`src/rtl/dff_pipe_array.sv`:
```
// dff_pipe_array: parameterised delay line for a 2-D array of words.
// PIPE_DEPTH register stages, async active-high clear, shared enable.
module dff_pipe_array #(
    parameter int WIDTH         = 24,
    parameter int ARRAY_SIZE1   = 3,
    parameter int ARRAY_SIZE2   = 3,
    parameter int PIPE_DEPTH    = 3,
    parameter int RETIME_STATUS = 0
) (
    input  logic             clk,
    input  logic             reset,
    input  logic             en,
    input  logic [WIDTH-1:0] in  [ARRAY_SIZE1-1:0][ARRAY_SIZE2-1:0],
    output logic [WIDTH-1:0] out [ARRAY_SIZE1-1:0][ARRAY_SIZE2-1:0]
);

    // Retiming is a synthesis permission only; it never changes behaviour.
    logic unused_retime;
    assign unused_retime = (RETIME_STATUS != 0);

    if (PIPE_DEPTH == 0) begin : g_wire

        // Clock, reset and enable have nothing to act on at zero depth.
        logic unused_ctl;
        assign unused_ctl = clk ^ reset ^ en;

        // Zero depth: a plain wire from input to output.
        always_comb begin
            for (int i = 0; i < ARRAY_SIZE1; i++) begin
                for (int j = 0; j < ARRAY_SIZE2; j++) begin
                    out[i][j] = in[i][j];
                end
            end
        end

    end else begin : g_pipe

        logic [WIDTH-1:0] stage_q [PIPE_DEPTH-1:0]
                                  [ARRAY_SIZE1-1:0][ARRAY_SIZE2-1:0];
        logic [WIDTH-1:0] stage_d [PIPE_DEPTH-1:0]
                                  [ARRAY_SIZE1-1:0][ARRAY_SIZE2-1:0];

        // Shifted view: stage 0 takes the input, each later stage its
        // predecessor.
        always_comb begin
            for (int i = 0; i < ARRAY_SIZE1; i++) begin
                for (int j = 0; j < ARRAY_SIZE2; j++) begin
                    stage_d[0][i][j] = in[i][j];
                end
            end
            for (int k = 1; k < PIPE_DEPTH; k++) begin
                for (int i = 0; i < ARRAY_SIZE1; i++) begin
                    for (int j = 0; j < ARRAY_SIZE2; j++) begin
                        stage_d[k][i][j] = stage_q[k-1][i][j];
                    end
                end
            end
        end

        // Stage registers: async clear wins, otherwise shift when enabled.
        always_ff @(posedge clk or posedge reset) begin
            if (reset) begin
                for (int k = 0; k < PIPE_DEPTH; k++) begin
                    for (int i = 0; i < ARRAY_SIZE1; i++) begin
                        for (int j = 0; j < ARRAY_SIZE2; j++) begin
                            stage_q[k][i][j] <= '0;
                        end
                    end
                end
            end else if (en) begin
                for (int k = 0; k < PIPE_DEPTH; k++) begin
                    for (int i = 0; i < ARRAY_SIZE1; i++) begin
                        for (int j = 0; j < ARRAY_SIZE2; j++) begin
                            stage_q[k][i][j] <= stage_d[k][i][j];
                        end
                    end
                end
            end
        end

        // Output is taken straight from the last register stage.
        always_comb begin
            for (int i = 0; i < ARRAY_SIZE1; i++) begin
                for (int j = 0; j < ARRAY_SIZE2; j++) begin
                    out[i][j] = stage_q[PIPE_DEPTH-1][i][j];
                end
            end
        end

    end

endmodule

```
`config.mk`:
```
export PLATFORM = sky130hd
export DESIGN_NAME = dff_pipe_array
export DESIGN_NICKNAME = d
export VERILOG_FILES = /design/src/rtl/dff_pipe_array.sv
export SDC_FILE = /design/constraint.sdc
export NUM_CORES = 1
export LEC_CHECK = 0
export CAP_MARGIN = 20
export CORE_MARGIN = 8
export CORE_UTILIZATION = 25
export CTS_BUF_LIST = sky130_fd_sc_hd__clkbuf_8
export DETAILED_ROUTE_END_ITERATION = 10
export GPL_TIMING_DRIVEN = 1
export PLACE_DENSITY = 0.56
export SLEW_MARGIN = 25
export SYNTH_ARGS = -nofsm -noshare
export SYNTH_HDL_FRONTEND = slang
export SYNTH_SLANG_ARGS = --single-unit
export TNS_END_PERCENT = 5
```
`constraint.sdc`:
```
create_clock -name clk -period 26.7 [get_ports clk]
set_input_delay 4.005 -clock clk [delete_from_list [all_inputs] [get_ports clk]]
set_output_delay 4.005 -clock clk [all_outputs]
set_load 0.03 [all_outputs]
```
======== Yosys cells after proc, flatten, opt, wreduce, memory -nomap -nowiden ========
Cells that the tools add are included.
Widths: inputs -> output; s select.
storage, ports and cells
  register bits after elaboration ......... 648
  bits in latches ......................... 0
  bits in writable memories ............... 0
  memory bits (read-only) ................. 0
  input bits .............................. 219
  output and inout bits ................... 216
  logic and storage cells ................. 27
  memories ................................ 0
operators by class
  $add $sub $neg .......................... 0
  multipliers ............................. 0
  divide/modulo/power cells ............... 0
  $lt $le $gt $ge ......................... 0
  eq/ne operators ......................... 0
  shift operators ......................... 0
  muxes and demuxes ....................... 0
  bitwise gates (word level) .............. 0
  reductions and logical operators ........ 0

======== Longest topological paths before layout ========
  depth after elaboration ................. 0
  depth in mapped cells ................... 4
  gate-level depth less buffers ........... 1

======== Worst setup path before layout ========
No wires, ideal clock.
  path kind ............................... input-to-reg
  from .................................... input port en
  to ...................................... register g_pipe.stage_q (netlist bit g_pipe.stage_d[216])
  library setup time ...................... 125 ps
  data arrival time ....................... 4746 ps
  required time ........................... 26575 ps
  setup slack ............................. 21829 ps
  stages on the path ...................... 4
  buffers on the path ..................... 3
  cells stage by stage .................... buf_6 > buf_6 > buf_6 > mux2_2
RTL lines
  item                            line  source
  start: declaration              12    input logic en,
  end signal: indexed assignment  74    stage_q[k][i][j] <= stage_d[k][i][j];
  end: declaration                38    logic [WIDTH-1:0] stage_q [PIPE_DEPTH-1:0]
No word-level cell between the ends.

======== Final worst setup path ========
  from .................................... input port en
  to ...................................... register g_pipe.stage_q (netlist bit g_pipe.stage_d[631])
No word-level cell between the ends.

==> qor.yml <==
outcome:
  status: "completed"
floorplan:
  rows: 114
  die_w_microns: 327.9
  ios: 435
  start_util: 0.2518
  dieArea_sq_mm: 0.1075
  die_y_microns: 327.9
  core_sq_mm: 0.09657
power:
  peakVddDrop_mv: 0.06031
  power_density_mw_per_mm2: 82.66
  p_leak_nw: 13.28
critical_path:
  cp-end-kind: "flop"
  crit_type: "primary input to flop"
  crit_required_ns: 27.28
  worst-endpoint-arrival_ns: 7.59
  cp_max_fo: 121
  critPathLaunchType: "primary input"
  r2r_slack_ns: 25.89
synth:
  syn_area_sq_mm: 0.02431
  synth_warnings: 0
  ys_ff_latch: 648
  syn_inst: 1369
  ys_seq_area_frac: 0.6669
  syn_nets: 1588
  synth_area_per_cell_sq_um: 17.76
  ys_types: 6
global_route:
  grt_pass1_wl_microns: 84480
  grt_pass1_vias: 14396
  grt_max_degree: 174
  grt_usage: 0.09899
  grt-ovfl-total: 0
  antenna_found_initial: 14
detailed_routing:
  routed_wl_microns: 53990
  drtPass1Iterations: 4
  vias_per_cell: 4.020
  postRouteAntennaNets: 0
  post_drt_wl_per_cell_microns: 16.78
  drc_errors: 0
  vias: 12931
  drt_iter0_markers: 491
timing:
  final.setup.tns_ns: 0
  tightest_slew_ns: 0.9811
  fin_skew_ns: 0.02473
  slew_headroom: 0.3459
  layout_min_cycle_time_ns: 7.006
  slew_violations: 0
  post-route-period-util: 0.2624
  hold_viol_final: 0
  setup_violations: 0
  rsz0062_at_grt: "no"
  fmax_mhz: 142.7
clock_tree:
  cts_root_buf: "clkbuf_8"
  cts_tree: "done"
  numCtsBuffers: 110
  cts_max_path_buffers: 3
  clock_latency_ns: 0.72
  cts_hold_buf: 0
  clock_sinks: 648
  cts_max_level: 3
  path_clk_slew_ns: 0.06
  postCtsResizedCells: 0
  postCtsSetupRepairBufs: 0
flow_run:
  cap_viol_max_count: 0
place:
  io_buffers: 434
  hpwlAfterDp_microns: 37240
  placed_cells_incl_taps: 3019
  gp_congestion: 0.7426
cells_and_area:
  final_common_cell: "dfrtp_1"
  finalNetCount: 2076
  postLayoutCoreUtil: 0.3314
  drive_above_1_share: 0.4264
  final_cells: 3217
  area_growth_pct: 31.60
  layout_common_cells: "dfrtp_1, mux2_2, clkdlybuf4s50_1"
worst_hold_path:
  holdCritPathClass: "flop to flop"
## worst max-delay path: stages
cell    delay (ns)
buf_8         0.62
buf_6         0.68
buf_4         0.77
buf_4         0.89
mux2_2        0.42
## cell type report
class	instances	area, sq um
Antenna cell	6	15.01
Clock inverter	48	381.6
Sequential cell	648	16220
Inverter	1	11.26
Timing Repair Buffer	448	4527
Multi-Input combinational cell	648	7297
Tap cell	1276	1597
Clock buffer	142	1954
Fill cell	9323	64570
## per-layer routing
layer | wire length (microns) | global-route usage
met5 | 71 | 0
met4 | 1765 | 0.04563
met3 | 3585 | 0.03325
met2 | 27620 | 0.1676
met1 | 20940 | 0.1125
## cells in the mapped netlist, drive strengths merged
library cell / instances / area share
mux2: 648 / 0.30
buf: 72 / 0.033
inv: 1 / 0.00015
dfrtp: 648 / 0.67
## state kept, by name (all words and copies together) (netlist names)
| name | count |
|---|---|
| g_pipe.stage_d | 432 |
| out | 216 |
## stage by stage
stage | total power [W] | area [sq um] | setup WS [ns] | hold WS (ns)
3_3_place_gp | 0.001730 | 29580 | 18.85 | 0.4641
6_report | 0.002645 | 32000 | 19.69 | 0.4853
2_1_floorplan | 0.001516 | 24310 | 4.539 | 0.4522
3_5_place_dp | 0.001747 | 29580 | 18.73 | 0.4837
4_1_cts | 0.002708 | 31920 | 19.59 | 0.4907
5_1_grt | 0.002789 | 32000 | 19.51 | 0.4985
## cells by family after synthesis
family / count (synthesis) / share of synthesized area
buffers and inverters: 73 / 0.03299
DFF: 648 / 0.6669
muxes: 648 / 0.3001
## report_power, final
part	leakage [nW]	switching, W	internal [W]	total (W)
registers	7.60	0.0000765	0.00113	0.00121
logic	4.36	0.000256	0.000257	0.000513
clock network	1.32	0.000393	0.000532	0.000925
## path summary, 6_finish.rpt
path | start | to | cells after the start
max in group asynchronous | reset | g_pipe.stage_d[497] | 5
worst min-delay path | g_pipe.stage_d[263] | g_pipe.stage_d[479] | 1
worst max-delay path | en | g_pipe.stage_d[631] | 5
min in group asynchronous | reset | out[183] | 2
worst max register to register | out[180] | out[180] | 1
worst min register to register | g_pipe.stage_d[263] | g_pipe.stage_d[479] | 1
(Power assumes the default switching activity.)
